## src/rtl/al422_bam_scheduler.sv

```systemverilog
// BAM scheduler for an AL422-fed LED panel: steps (row, plane) reads,
// overlaps shifting of the next plane with display of the current one.
module al422_bam_scheduler #(
    parameter int ROW_COUNT   = 16,
    parameter int BIT_DEPTH   = 8,
    parameter int BASE_DELAY  = 64,
    parameter int LATCH_WIDTH = 2
) (
    input  logic                         in_clk,
    input  logic                         in_nrst,
    input  logic                         enable,
    input  logic                         stage_busy,
    input  logic                         stage_row_ready,
    output logic                         module_start,
    output logic [2:0]                   bit_counter,
    output logic                         from_zero_address,
    output logic [$clog2(ROW_COUNT)-1:0] row_addr,
    output logic                         led_latch,
    output logic                         led_oe_n,
    output logic                         frame_done
);
    localparam int RW = $clog2(ROW_COUNT);
    localparam int TW = $clog2((BASE_DELAY << (BIT_DEPTH - 1)) + 1);
    localparam int LW = $clog2(LATCH_WIDTH + 1);

    typedef enum logic [2:0] {
        IDLE,
        START,
        WAIT_BUSY,
        SHIFT,
        BLANK,
        LATCH,
        DRAIN
    } state_t;

    state_t        state;
    state_t        state_nxt;
    logic [TW-1:0] timer;
    logic [RW-1:0] cur_row;
    logic [2:0]    cur_bit;
    logic [LW-1:0] latch_cnt;
    logic          latch_last;
    logic          last_plane;
    logic          frame_end;
    logic          timer_zero;

    assign timer_zero = (timer == '0);
    assign latch_last = (state == LATCH) &&
                        (latch_cnt == LW'(LATCH_WIDTH - 1));
    assign last_plane = (cur_row == RW'(ROW_COUNT - 1)) &&
                        (cur_bit == 3'(BIT_DEPTH - 1));
    assign frame_end  = latch_last && last_plane;

    always_ff @(posedge in_clk or negedge in_nrst) begin
        if (!in_nrst) begin
            state <= IDLE;
        end else begin
            state <= state_nxt;
        end
    end

    always_comb begin
        state_nxt = state;
        unique case (state)
            IDLE:      if (enable) state_nxt = START;
            START:     state_nxt = WAIT_BUSY;
            WAIT_BUSY: if (stage_busy) state_nxt = SHIFT;
            SHIFT: begin
                if (!stage_busy && stage_row_ready && timer_zero)
                    state_nxt = BLANK;
            end
            BLANK:     state_nxt = LATCH;
            LATCH: begin
                if (latch_last)
                    state_nxt = (frame_end && !enable) ? DRAIN : START;
            end
            DRAIN:     if (timer_zero) state_nxt = IDLE;
            default:   state_nxt = IDLE;
        endcase
    end

    always_comb begin
        module_start      = (state == START);
        from_zero_address = (state == START) &&
                            (cur_row == '0) && (cur_bit == '0);
        bit_counter       = cur_bit;
        led_latch         = (state == LATCH);
        frame_done        = frame_end;
        // Timer is cleared asynchronously, so reset blanks at once
        led_oe_n          = timer_zero;
    end

    always_ff @(posedge in_clk or negedge in_nrst) begin
        if (!in_nrst) begin
            timer     <= '0;
            cur_row   <= '0;
            cur_bit   <= '0;
            latch_cnt <= '0;
            row_addr  <= '0;
        end else begin
            if (latch_last) begin
                timer <= TW'(BASE_DELAY) << cur_bit;
            end else if (!timer_zero) begin
                timer <= timer - TW'(1);
            end

            if (state == LATCH) begin
                latch_cnt <= latch_cnt + LW'(1);
            end else begin
                latch_cnt <= '0;
            end

            if (state == BLANK) begin
                row_addr <= cur_row;
            end

            if (state == IDLE && enable) begin
                cur_row <= '0;
                cur_bit <= '0;
            end else if (latch_last) begin
                if (cur_bit == 3'(BIT_DEPTH - 1)) begin
                    cur_bit <= '0;
                    cur_row <= (cur_row == RW'(ROW_COUNT - 1)) ?
                               '0 : cur_row + RW'(1);
                end else begin
                    cur_bit <= cur_bit + 3'd1;
                end
            end
        end
    end
endmodule

```

## config.mk

```make
export PLATFORM = sky130hd
export DESIGN_NAME = al422_bam_scheduler
export DESIGN_NICKNAME = d
export VERILOG_FILES = /design/src/rtl/al422_bam_scheduler.sv
export SDC_FILE = /design/constraint.sdc
export NUM_CORES = 1
export LEC_CHECK = 0
export CAP_MARGIN = 15
export CORE_MARGIN = 1.5
export CORE_UTILIZATION = 35
export DETAILED_ROUTE_END_ITERATION = 8
export HOLD_SLACK_MARGIN = 0.12
export SKIP_CTS_REPAIR_TIMING = 1
export SLEW_MARGIN = 15
export SYNTH_ARGS = -nofsm -noshare
export SYNTH_HDL_FRONTEND = slang
export SYNTH_SLANG_ARGS = --single-unit
export TNS_END_PERCENT = 5
```

## constraint.sdc

```tcl
create_clock -name in_clk -period 1.9 [get_ports in_clk]
set_input_delay 0.38 -clock in_clk [delete_from_list [all_inputs] [get_ports in_clk]]
set_output_delay 0.38 -clock in_clk [all_outputs]
set_load 0.01 [all_outputs]
```

* Word level (Yosys, flattened, before mapping)
Index checks and enable logic that the tools add are counted.
Storage, ports and cells: output and inout bits 12, input port bits 5, flip-flop bits (word level) 30, logic and storage cells 62
Operators by class: mux-type cells 17, shift operators 1, eq/ne operators 15, add/subtract/negate cells 4, reductions and logical operators 19
Operators with widths (number):
- 14-bit 2-to-1 mux | 2
- 3-bit 2-to-1 mux | 9
- 3-bit one-hot mux with 7 select lines | 1
- 4-bit 2-to-1 mux | 4
- 14-bit zero test | 1
- 7-bit by 3-bit << shifter with 14-bit output (first input constant) | 1
- 14-bit by 1-bit subtractor with 14-bit output (second input constant) | 1
- 3-bit equality test (second input constant) | 4
- 2-bit inequality test (second input constant) | 5
- 1-bit logical AND | 9
- 3-bit by 2-bit equality test with 1-bit output (second input constant) | 2
- 3-bit zero test | 2
- 5-bit AND reduction | 1
- 4-bit by 1-bit adder with 4-bit output (second input constant) | 1
- 4-bit equality test (second input constant) | 1
- 4-bit zero test | 1
- 2-bit nonzero test | 2
- 3-bit by 1-bit adder with 3-bit output (second input constant) | 1
- 3-bit by 1-bit equality test with 1-bit output (second input constant) | 1
- 2-bit by 1-bit adder with 2-bit output (second input constant) | 1
- 2-bit by 1-bit equality test with 1-bit output (second input constant) | 1
- 1-bit zero test | 2
- 2-bit 2-to-1 mux | 1
- 2-bit by 1-bit inequality test with 1-bit output (second input constant) | 1
- 2-bit AND reduction | 1

* Longest topological paths before layout
Gate-level depths: netlist (run 1).
depth in word-level cells 7, mapped depth 7, gate-level depth less buffers 7

* Least setup slack after synthesis (run 1)
No wires, ideal clock.
path kind register -> register, start register timer[0], end register state[2], cell stages (with the launch flop) 8, setup slack 0.132 ns, period minus slack after synthesis 1.768 ns, required time 1.776 ns, data arrival time 1.644 ns, setup time 0.124 ns, buffers on the path 0, cells stage by stage dfrtp_1 > inv_1 > ha_1 > nor4b_4 > nand4_2 > clkinv_4 > o21ai_2 > a211o_1
Between the ends: word-level cells in the longest chain between the ends 4, elaborated cells on any way between the ends 5, classes of those cells eq/ne (2); reduce/logical (3)
Ends and longest elaborated chain:
- start, declared | line 38 | logic [TW-1:0] timer;
- start signal, assigned | line 102 | timer <= TW'(BASE_DELAY) << cur_bit;
- start signal, assigned | line 104 | timer <= timer - TW'(1);
- 14-bit zero test (*) | line 47 | assign timer_zero = (timer == '0);
- named net led_oe_n | line 19 | output logic led_oe_n,
- 1-bit logical AND | line 69 | if (!stage_busy && stage_row_ready && timer_zero)
- 2-bit inequality test (no line)
- 5-bit AND reduction (no line) (*)
- end signal, assigned | line 58 | state <= state_nxt;
- end, declared | line 36 | state_t state;
Mark *: on every way through the listed nets, which the timed path passes. The rest lies on a longest branch. A chain may end at the register's enable or synchronous reset.

* Worst setup path in the final report (run 1)
start register state[2], end output module_start
Between the ends: word-level cells in the longest chain between the ends 1
Ends and longest elaborated chain:
- 3-bit by 1-bit equality test with 1-bit output | line 83 | module_start = (state == START);
- end, declared | line 14 | output logic module_start,
No other way between the ends.

==> impl_results.html, run 1 <==
<table>
<tr><th>Metric</th><th>Value</th></tr>
<tr><th colspan="2">Status</th></tr>
<tr><td>Status</td><td>finished with violations</td></tr>
<tr><td>Violated checks</td><td>setup timing</td></tr>
<tr><th colspan="2">Finish</th></tr>
<tr><td>Antenna diodes</td><td>0</td></tr>
<tr><td>Multi-input gate area</td><td>1030 um2</td></tr>
<tr><td>Final net count</td><td>approximately 270</td></tr>
<tr><td>Fraction of layout instances using a drive strength above 1</td><td>32.8%</td></tr>
<tr><td>Sequential cell area</td><td>751 um2</td></tr>
<tr><td>Post-route cell area</td><td>2520 um2</td></tr>
<tr><td>Layout filler cell count</td><td>502</td></tr>
<tr><td>Area Growth Syn to Fin</td><td>37.3%</td></tr>
<tr><td>Number of cells in the finished layout apart from fillers</td><td>320</td></tr>
<tr><th colspan="2">Global route</th></tr>
<tr><td>Aggregate global-route resource usage</td><td>between 10% and 20%</td></tr>
<tr><td>Pin count of the biggest net entering global routing</td><td>31</td></tr>
<tr><td>Gr ovfl total</td><td>0</td></tr>
<tr><td>Initial antenna violation count</td><td>0</td></tr>
<tr><td>Global-route wire length before repair</td><td>around 7 mm</td></tr>
<tr><td>Vias in the first global route</td><td>around 1,400</td></tr>
<tr><th colspan="2">Synth</th></tr>
<tr><td>Synth Cell Area</td><td>1840 um2</td></tr>
<tr><td>Top-area cell type share of the netlist area</td><td>40.9%</td></tr>
<tr><td>Flip-flop cell with the highest count after synthesis</td><td>sky130_fd_sc_hd__dfrtp_1</td></tr>
<tr><td>Post-synthesis async set-or-reset flop share</td><td>100%</td></tr>
<tr><td>Largest area contributor in the synthesized netlist</td><td>sky130_fd_sc_hd__dfrtp_1</td></tr>
<tr><td>Synth cell types</td><td>51</td></tr>
<tr><td>Number of nets produced by synthesis</td><td>204</td></tr>
<tr><td>Number of synthesized register bits</td><td>30</td></tr>
<tr><td>Sequential cell area fraction in the yosys report</td><td>40.9%</td></tr>
<tr><td>Main area contributors after synthesis</td><td>sky130_fd_sc_hd__dfrtp_1, sky130_fd_sc_hd__ha_1, sky130_fd_sc_hd__a21oi_1</td></tr>
<tr><td>Cells after synthesis</td><td>188</td></tr>
<tr><td>EDFF count, synth</td><td>0</td></tr>
<tr><td>Avg Cell Area, Syn</td><td>between 9 and 10 um2</td></tr>
<tr><td>Number of warnings issued by yosys</td><td>0</td></tr>
<tr><th colspan="2">Timing</th></tr>
<tr><td>Post-layout worst setup margin</td><td>-111 ps</td></tr>
<tr><td>Final Cycle Share</td><td>106%</td></tr>
<tr><td>Worst-margin pin slew</td><td>roughly 500 ps</td></tr>
<tr><td>Max_slew headroom</td><td>66.4%</td></tr>
<tr><td>Clock skew</td><td>about 6 ps</td></tr>
<tr><td>Max-slew violations</td><td>0</td></tr>
<tr><td>Setup repair after global routing missed its margin</td><td>yes</td></tr>
<tr><td>Final setup violating endpoints</td><td>1</td></tr>
<tr><td>Worst hold-check slack</td><td>about 440 ps</td></tr>
<tr><td>Highest Clock Rate</td><td>497 MHz</td></tr>
<tr><td>Final Hold Fails</td><td>0</td></tr>
<tr><td>Shortest period the worst path allows</td><td>2010 ps</td></tr>
<tr><th colspan="2">Route</th></tr>
<tr><td>Top routing layer used</td><td>met4</td></tr>
<tr><td>DRT Wirelength</td><td>4.36 mm</td></tr>
<tr><td>Routed vias</td><td>between 1,500 and 2,000</td></tr>
<tr><td>Met2 wire len</td><td>approximately 2.0 mm</td></tr>
<tr><td>Iteration count of the initial detailed-routing pass</td><td>4</td></tr>
<tr><td>WL per Instance</td><td>13.6 um</td></tr>
<tr><td>DRC violations left</td><td>0</td></tr>
<tr><td>Starting DRT DRC Count</td><td>49</td></tr>
<tr><td>Met1 wire length</td><td>2.16 mm</td></tr>
<tr><td>Vias per inst</td><td>5.07</td></tr>
<tr><td>Detail Route met3 WL</td><td>101 um</td></tr>
<tr><td>Number of nets still failing antenna checks after routing</td><td>0</td></tr>
<tr><th colspan="2">Worst setup path</th></tr>
<tr><td>Req. time, crit path</td><td>between 1500 and 2000 ps</td></tr>
<tr><td>Largest driver fanout on the critical path</td><td>4</td></tr>
<tr><td>Arrival time of data at the critical path endpoint</td><td>about 1600 ps</td></tr>
<tr><td>Critical setup path kind</td><td>reg -&gt; out</td></tr>
<tr><td>Launching element type of the critical path</td><td>flip-flop</td></tr>
<tr><td>CP endpoint kind</td><td>output port</td></tr>
<tr><th colspan="2">Clock network</th></tr>
<tr><td>Maximum clock path buffer count</td><td>2</td></tr>
<tr><td>Number of buffers inserted during clock tree synthesis</td><td>5</td></tr>
<tr><td>Number of clock sinks</td><td>30</td></tr>
<tr><td>Clock input transition at the sequential cells of the worst setup and hold paths</td><td>70 ps</td></tr>
<tr><td>Buffer cell driving the clock tree root</td><td>sky130_fd_sc_hd__clkbuf_8</td></tr>
<tr><td>Clock Latency Late Sink</td><td>280 ps</td></tr>
<tr><td>CTS tree</td><td>done</td></tr>
<tr><td>Htree depth</td><td>2</td></tr>
<tr><th colspan="2">Pwr</th></tr>
<tr><td>Standby leakage power</td><td>1.16 nW</td></tr>
<tr><td>Worst voltage drop across the vdd grid</td><td>about 0.66 mV</td></tr>
<tr><td>Cell Pwr Density</td><td>1090 nW/um2</td></tr>
<tr><th colspan="2">Placement</th></tr>
<tr><td>Final GP Congestion</td><td>0.862</td></tr>
<tr><td>Dpl cells</td><td>307</td></tr>
<tr><td>Pre-CTS setup slack</td><td>-107 ps</td></tr>
<tr><td>Hpwl dp</td><td>roughly 3.1 mm</td></tr>
<tr><td>Placed standard-cell area</td><td>about 2300 um2</td></tr>
<tr><td>I/O Buffers</td><td>16</td></tr>
<tr><th colspan="2">Floorplanning</th></tr>
<tr><td>Top-level I/O count</td><td>17</td></tr>
<tr><td>Starting utilization of the core area</td><td>36.2%</td></tr>
<tr><td>Height of the chip</td><td>between 70 and 80 um</td></tr>
<tr><td>Std cell rows</td><td>26</td></tr>
<tr><td>Floorplan die width</td><td>75.4 um</td></tr>
<tr><td>Core Region</td><td>between 5000 and 6000 um2</td></tr>
<tr><td>Die footprint</td><td>approximately 5700 um2</td></tr>
<tr><th colspan="2">Job</th></tr>
<tr><td>Reported max-cap violation count</td><td>0</td></tr>
<tr><th colspan="2">Hold path</th></tr>
<tr><td>Kind of path behind the tightest hold check</td><td>reg -&gt; reg</td></tr>
</table>
-- where the power goes --
part           internal (mW)  switching [mW]  total, mW
clock                  0.292           0.241      0.533
sequential             0.829           0.204       1.03
combinational          0.643           0.544       1.19
-- registers in the layout (all words and copies together) (netlist names) --
| name | flops |
|---|---|
| timer | 14 |
| cur_row | 4 |
| row_addr | 4 |
| bit_counter | 3 |
| state | 3 |
| latch_cnt | 2 |
-- layer usage --
metal | vias to the layer above | track usage [%]
li1 | 809 | -
met1 | 792 | 23.4
met2 | 16 | 24.5
met3 | 6 | 3.31
met4 | 0 | 5.95
met5 | - | 0
-- per-stage QoR --
stage / utilization [%] / TNS [ps] / power [mW]
CTS: 47.4 / -1520 / 2.69
global placement: 45.6 / -247 / 2.14
finish: 49.7 / -111 / 2.75
detailed placement: 45.6 / -249 / 2.15
floorplan: - / 0 / 1.62
global route: 49.7 / -227 / 2.97
-- Yosys cell counts, drive strengths merged, types with 2 or more instances --
master	n
nand4b	2
mux2	4
nand3	9
or3	3
o31ai	3
nor3b	2
nand4	5
nor4	2
dfrtp	30
o21ai	7
nor4b	4
nand2b	3
xor2	2
mux2i	2
nor3	6
inv	14
ha	11
nor2	16
nand3b	2
a211o	2
nand2	10
clkbuf	5
a31oi	5
a21oi	15
or4	3
a21o	2
and3	3
-- cells in the final DEF, fill, tap and decap left out, types with 2 or more instances in the layout --
cell type / count
sky130_fd_sc_hd__a211o_1: 2
sky130_fd_sc_hd__a21o_1: 2
sky130_fd_sc_hd__a21oi_1: 15
sky130_fd_sc_hd__a31oi_1: 5
sky130_fd_sc_hd__and3_1: 2
sky130_fd_sc_hd__buf_2: 2
sky130_fd_sc_hd__buf_4: 41
sky130_fd_sc_hd__buf_6: 4
sky130_fd_sc_hd__clkbuf_8: 6
sky130_fd_sc_hd__clkdlybuf4s50_1: 12
sky130_fd_sc_hd__dfrtp_1: 30
sky130_fd_sc_hd__ha_1: 6
sky130_fd_sc_hd__ha_2: 3
sky130_fd_sc_hd__ha_4: 2
sky130_fd_sc_hd__inv_1: 10
sky130_fd_sc_hd__inv_2: 4
sky130_fd_sc_hd__mux2_2: 4
sky130_fd_sc_hd__mux2i_1: 2
sky130_fd_sc_hd__nand2_1: 10
sky130_fd_sc_hd__nand2b_1: 3
sky130_fd_sc_hd__nand3_1: 9
sky130_fd_sc_hd__nand3b_1: 2
sky130_fd_sc_hd__nand4_1: 4
sky130_fd_sc_hd__nand4b_1: 2
sky130_fd_sc_hd__nor2_1: 16
sky130_fd_sc_hd__nor3_1: 4
sky130_fd_sc_hd__nor4_1: 2
sky130_fd_sc_hd__nor4b_4: 2
sky130_fd_sc_hd__o21ai_0: 6
sky130_fd_sc_hd__o31ai_1: 3
sky130_fd_sc_hd__or3_1: 3
sky130_fd_sc_hd__or4_1: 3
sky130_fd_sc_hd__xor2_1: 2
-- critical path, stage by stage, from the launching register on --
cell,delay (ps)
sky130_fd_sc_hd__dfrtp_1,430
sky130_fd_sc_hd__nor3b_2,260
sky130_fd_sc_hd__buf_4,140
sky130_fd_sc_hd__clkdlybuf4s50_1,520
-- area by class of cell --
| class | count | area share (%) |
|---|---|---|
| Multi-Input combinational cell | 137 | 41.0 |
| Sequential cell | 30 | 29.8 |
| Timing Repair Buffer | 60 | 19.7 |
| Tap cell | 70 | 3.48 |
| Clock buffer | 7 | 3.43 |
| Inverter | 15 | 2.43 |
| Clock inverter | 1 | 0.199 |
-- final timing paths --
path / from / endpoint / slack (ps) / cells past startpoint
setup / recovery: state[2] / module_start / -110 / 3
hold / removal: latch_cnt[0] / latch_cnt[0] / 440 / 1
setup reg to reg: timer[1] / timer[7] / 90 / 5
hold reg to reg: latch_cnt[0] / latch_cnt[0] / 440 / 1
max in group asynchronous: in_nrst / timer[10] / 1130 / 2
min in group asynchronous: in_nrst / state[0] / 490 / 2
-- cell families (layout without fill, tap and decap cells) --
kind of cell / after synthesis / after routing / synth area share, %
multiplexers: 6 / 6 / 3.54
AO/OA/AOI/OAI: 44 / 44 / 15.6
XOR/XNOR: 3 / 3 / 1.43
adder cells (fa/ha/maj): 11 / 11 / 7.50
AND/OR/NAND/NOR: 73 / 73 / 24.4
flip-flops: 30 / 30 / 40.9
buffers and inverters: 21 / 83 / 6.61
Power figures use the tool's default switching activity.
==> run 2, diff against run 1 <==
- RECOVER_POWER: default -> 50
==> impl_results.html, run 2 (synthesis results as in run 1) <==
<table>
<tr><th>Metric</th><th>Value</th></tr>
<tr><th colspan="2">Status</th></tr>
<tr><td>Status</td><td>finished with violations (unchanged)</td></tr>
<tr><td>Violated checks</td><td>setup timing (unchanged)</td></tr>
<tr><th colspan="2">Finish</th></tr>
<tr><td>Antenna diodes</td><td>0 (unchanged)</td></tr>
<tr><td>Registers with the most flip-flops</td><td>timer: 14 flops, cur_row: 4 flops, row_addr: 4 flops (unchanged)</td></tr>
<tr><td>Most common cell after layout, fill and taps aside</td><td>sky130_fd_sc_hd__buf_4 (unchanged)</td></tr>
<tr><td>Most frequent cells in the layout</td><td>sky130_fd_sc_hd__buf_4, sky130_fd_sc_hd__dfrtp_1, sky130_fd_sc_hd__nor2_1, sky130_fd_sc_hd__a21oi_1, sky130_fd_sc_hd__clkdlybuf4s50_1 (unchanged)</td></tr>
<tr><td>Fraction of layout instances using a drive strength above 1</td><td>32.8% (unchanged)</td></tr>
<tr><td>Post-route cell area</td><td>2520 um2 (about the same)</td></tr>
<tr><td>Register with the most flip-flops</td><td>timer (unchanged)</td></tr>
<tr><td>Area Growth Syn to Fin</td><td>37.2% (was 37.3%)</td></tr>
<tr><td>Flip-flop count of the largest register, all copies and words added</td><td>14 (unchanged)</td></tr>
<tr><td>Final net count</td><td>265 (unchanged)</td></tr>
<tr><th colspan="2">Worst setup path</th></tr>
<tr><td>Launching element type of the critical path</td><td>flip-flop (unchanged)</td></tr>
<tr><td>Arrival time of data at the critical path endpoint</td><td>1630 ps (about the same)</td></tr>
<tr><td>Critical setup path kind</td><td>reg -&gt; out (unchanged)</td></tr>
<tr><td>Req. time, crit path</td><td>1520 ps (about the same)</td></tr>
<tr><td>CP endpoint kind</td><td>output port (unchanged)</td></tr>
<tr><td>Largest driver fanout on the critical path</td><td>4 (unchanged)</td></tr>
<tr><th colspan="2">Job</th></tr>
<tr><td>Reported max-cap violation count</td><td>0 (unchanged)</td></tr>
<tr><th colspan="2">Timing</th></tr>
<tr><td>Post-layout worst setup margin</td><td>-111 ps (about the same)</td></tr>
<tr><td>Final Cycle Share</td><td>106% (about the same)</td></tr>
<tr><td>Final Hold Fails</td><td>0 (unchanged)</td></tr>
<tr><td>Worst-margin pin slew</td><td>750 ps (was 491 ps)</td></tr>
<tr><td>Max-slew violations</td><td>0 (unchanged)</td></tr>
<tr><td>Final setup violating endpoints</td><td>1 (unchanged)</td></tr>
<tr><td>Worst hold-check slack</td><td>443 ps (unchanged)</td></tr>
<tr><td>Setup repair after global routing missed its margin</td><td>yes (unchanged)</td></tr>
<tr><td>Clock skew</td><td>5.94 ps (about the same)</td></tr>
<tr><td>Highest Clock Rate</td><td>497 MHz (unchanged)</td></tr>
<tr><td>Shortest period the worst path allows</td><td>2010 ps (about the same)</td></tr>
<tr><td>Setup total negative slack</td><td>-111 ps (about the same)</td></tr>
<tr><td>Max_slew headroom</td><td>50.0% (was 66.4%)</td></tr>
<tr><th colspan="2">Floorplanning</th></tr>
<tr><td>Core Region</td><td>5070 um2 (unchanged)</td></tr>
<tr><td>Starting utilization of the core area</td><td>36.2% (unchanged)</td></tr>
<tr><td>Top-level I/O count</td><td>17 (unchanged)</td></tr>
<tr><td>Die footprint</td><td>5690 um2 (unchanged)</td></tr>
<tr><td>Floorplan die width</td><td>75.4 um (unchanged)</td></tr>
<tr><td>Height of the chip</td><td>75.4 um (unchanged)</td></tr>
<tr><td>Std cell rows</td><td>26 (unchanged)</td></tr>
<tr><th colspan="2">Route</th></tr>
<tr><td>DRC violations left</td><td>0 (unchanged)</td></tr>
<tr><td>WL per Instance</td><td>13.6 um (about the same)</td></tr>
<tr><td>Routed vias</td><td>1,624 (was 1,623)</td></tr>
<tr><td>Number of nets still failing antenna checks after routing</td><td>0 (unchanged)</td></tr>
<tr><td>DRT Wirelength</td><td>4.36 mm (about the same)</td></tr>
<tr><td>Starting DRT DRC Count</td><td>49 (unchanged)</td></tr>
<tr><td>Iteration count of the initial detailed-routing pass</td><td>4 (unchanged)</td></tr>
<tr><td>Vias per inst</td><td>5.08 (was 5.07)</td></tr>
<tr><th colspan="2">Clock network</th></tr>
<tr><td>Clock Latency Late Sink</td><td>280 ps (about the same)</td></tr>
<tr><td>CTS tree</td><td>done (unchanged)</td></tr>
<tr><td>Number of clock sinks</td><td>30 (unchanged)</td></tr>
<tr><td>Number of buffers inserted during clock tree synthesis</td><td>5 (unchanged)</td></tr>
<tr><td>Buffer cell driving the clock tree root</td><td>sky130_fd_sc_hd__clkbuf_8 (unchanged)</td></tr>
<tr><td>Maximum clock path buffer count</td><td>2 (unchanged)</td></tr>
<tr><td>Htree depth</td><td>2 (unchanged)</td></tr>
<tr><td>Clock input transition at the sequential cells of the worst setup and hold paths</td><td>70 ps (about the same)</td></tr>
<tr><th colspan="2">Global route</th></tr>
<tr><td>Gr ovfl total</td><td>0 (unchanged)</td></tr>
<tr><td>Pin count of the biggest net entering global routing</td><td>31 (unchanged)</td></tr>
<tr><td>Aggregate global-route resource usage</td><td>16.3% (unchanged)</td></tr>
<tr><td>Initial antenna violation count</td><td>0 (unchanged)</td></tr>
<tr><td>Vias in the first global route</td><td>1,411 (unchanged)</td></tr>
<tr><td>Global-route wire length before repair</td><td>6.87 mm (unchanged)</td></tr>
<tr><th colspan="2">Placement</th></tr>
<tr><td>Hpwl dp</td><td>3.08 mm (unchanged)</td></tr>
<tr><td>Final GP Congestion</td><td>0.862 (unchanged)</td></tr>
<tr><td>Pre-CTS setup slack</td><td>-107 ps (unchanged)</td></tr>
<tr><td>Placed standard-cell area</td><td>2320 um2 (unchanged)</td></tr>
<tr><td>I/O Buffers</td><td>16 (unchanged)</td></tr>
<tr><th colspan="2">Pwr</th></tr>
<tr><td>Clock group share of total power</td><td>19.4% (about the same)</td></tr>
<tr><td>Worst voltage drop across the vdd grid</td><td>0.663 mV (about the same)</td></tr>
<tr><td>Internal</td><td>1.76 mW (about the same)</td></tr>
<tr><td>Comb pwr share</td><td>43.1% (about the same)</td></tr>
<tr><td>Switching share of power</td><td>35.9% (about the same)</td></tr>
<tr><td>Cell Pwr Density</td><td>1090 nW/um2 (about the same)</td></tr>
<tr><td>Sw power</td><td>990 uW (about the same)</td></tr>
<tr><td>Standby leakage power</td><td>1.16 nW (about the same)</td></tr>
<tr><td>Fraction of power consumed by sequential logic</td><td>37.5% (about the same)</td></tr>
<tr><th colspan="2">Hold path</th></tr>
<tr><td>Kind of path behind the tightest hold check</td><td>reg -&gt; reg (unchanged)</td></tr>
</table>
## run 2: area by class of cell
type	count	area [um2]
sequential	30	751
fill	503	2560
inverter	15	61.3
clock buffer	7	86.3
clock inverter	1	5.00
tap	70	87.6
multi-input combinational	137	1030
timing repair buffer	60	493
## run 2: power by group through the flow
stage | logic (mW) | clock network [mW] | registers [mW]
after detailed placement | 1.12 | 0 | 1.02
after global placement | 1.12 | 0 | 1.02
after floorplan | 0.565 | 0 | 1.05
after global routing | 1.33 | 0.575 | 1.07
after CTS | 1.13 | 0.546 | 1.01
final | 1.19 | 0.533 | 1.03
## run 2: final timing paths
check / from / endpoint / slack [ps] / cells past startpoint
worst max-delay path: state[2] / module_start / -110 / 3
min in group asynchronous: in_nrst / state[0] / 690 / 2
worst min-delay path: latch_cnt[0] / latch_cnt[0] / 440 / 1
worst min register to register: latch_cnt[0] / latch_cnt[0] / 440 / 1
worst max register to register: timer[1] / timer[7] / 90 / 5
max in group asynchronous: in_nrst / timer[10] / 730 / 2
## run 2: metrics by stage
step	instances	util [%]	power, mW
floorplan	188	-	1.62
global placement	307	45.6	2.14
detailed placement	307	45.6	2.15
CTS	315	47.4	2.69
global route	320	49.6	2.97
finish	320	49.6	2.75
## run 2: metal layers
| layer | up-vias | global-route usage [%] | share of wire [%] |
|---|---|---|---|
| li1 | 810 | - | - |
| met1 | 792 | 23.4 | 50 |
| met2 | 16 | 24.5 | 46 |
| met3 | 6 | 3.31 | 2.3 |
| met4 | 0 | 5.95 | 1.7 |
| met5 | - | 0 | 0 |
## run 2: critical path: stages, from the launching register on
cell	delay (ps)
sky130_fd_sc_hd__dfrtp_1	430
sky130_fd_sc_hd__nor3b_2	260
sky130_fd_sc_hd__buf_4	140
sky130_fd_sc_hd__clkdlybuf4s50_1	520
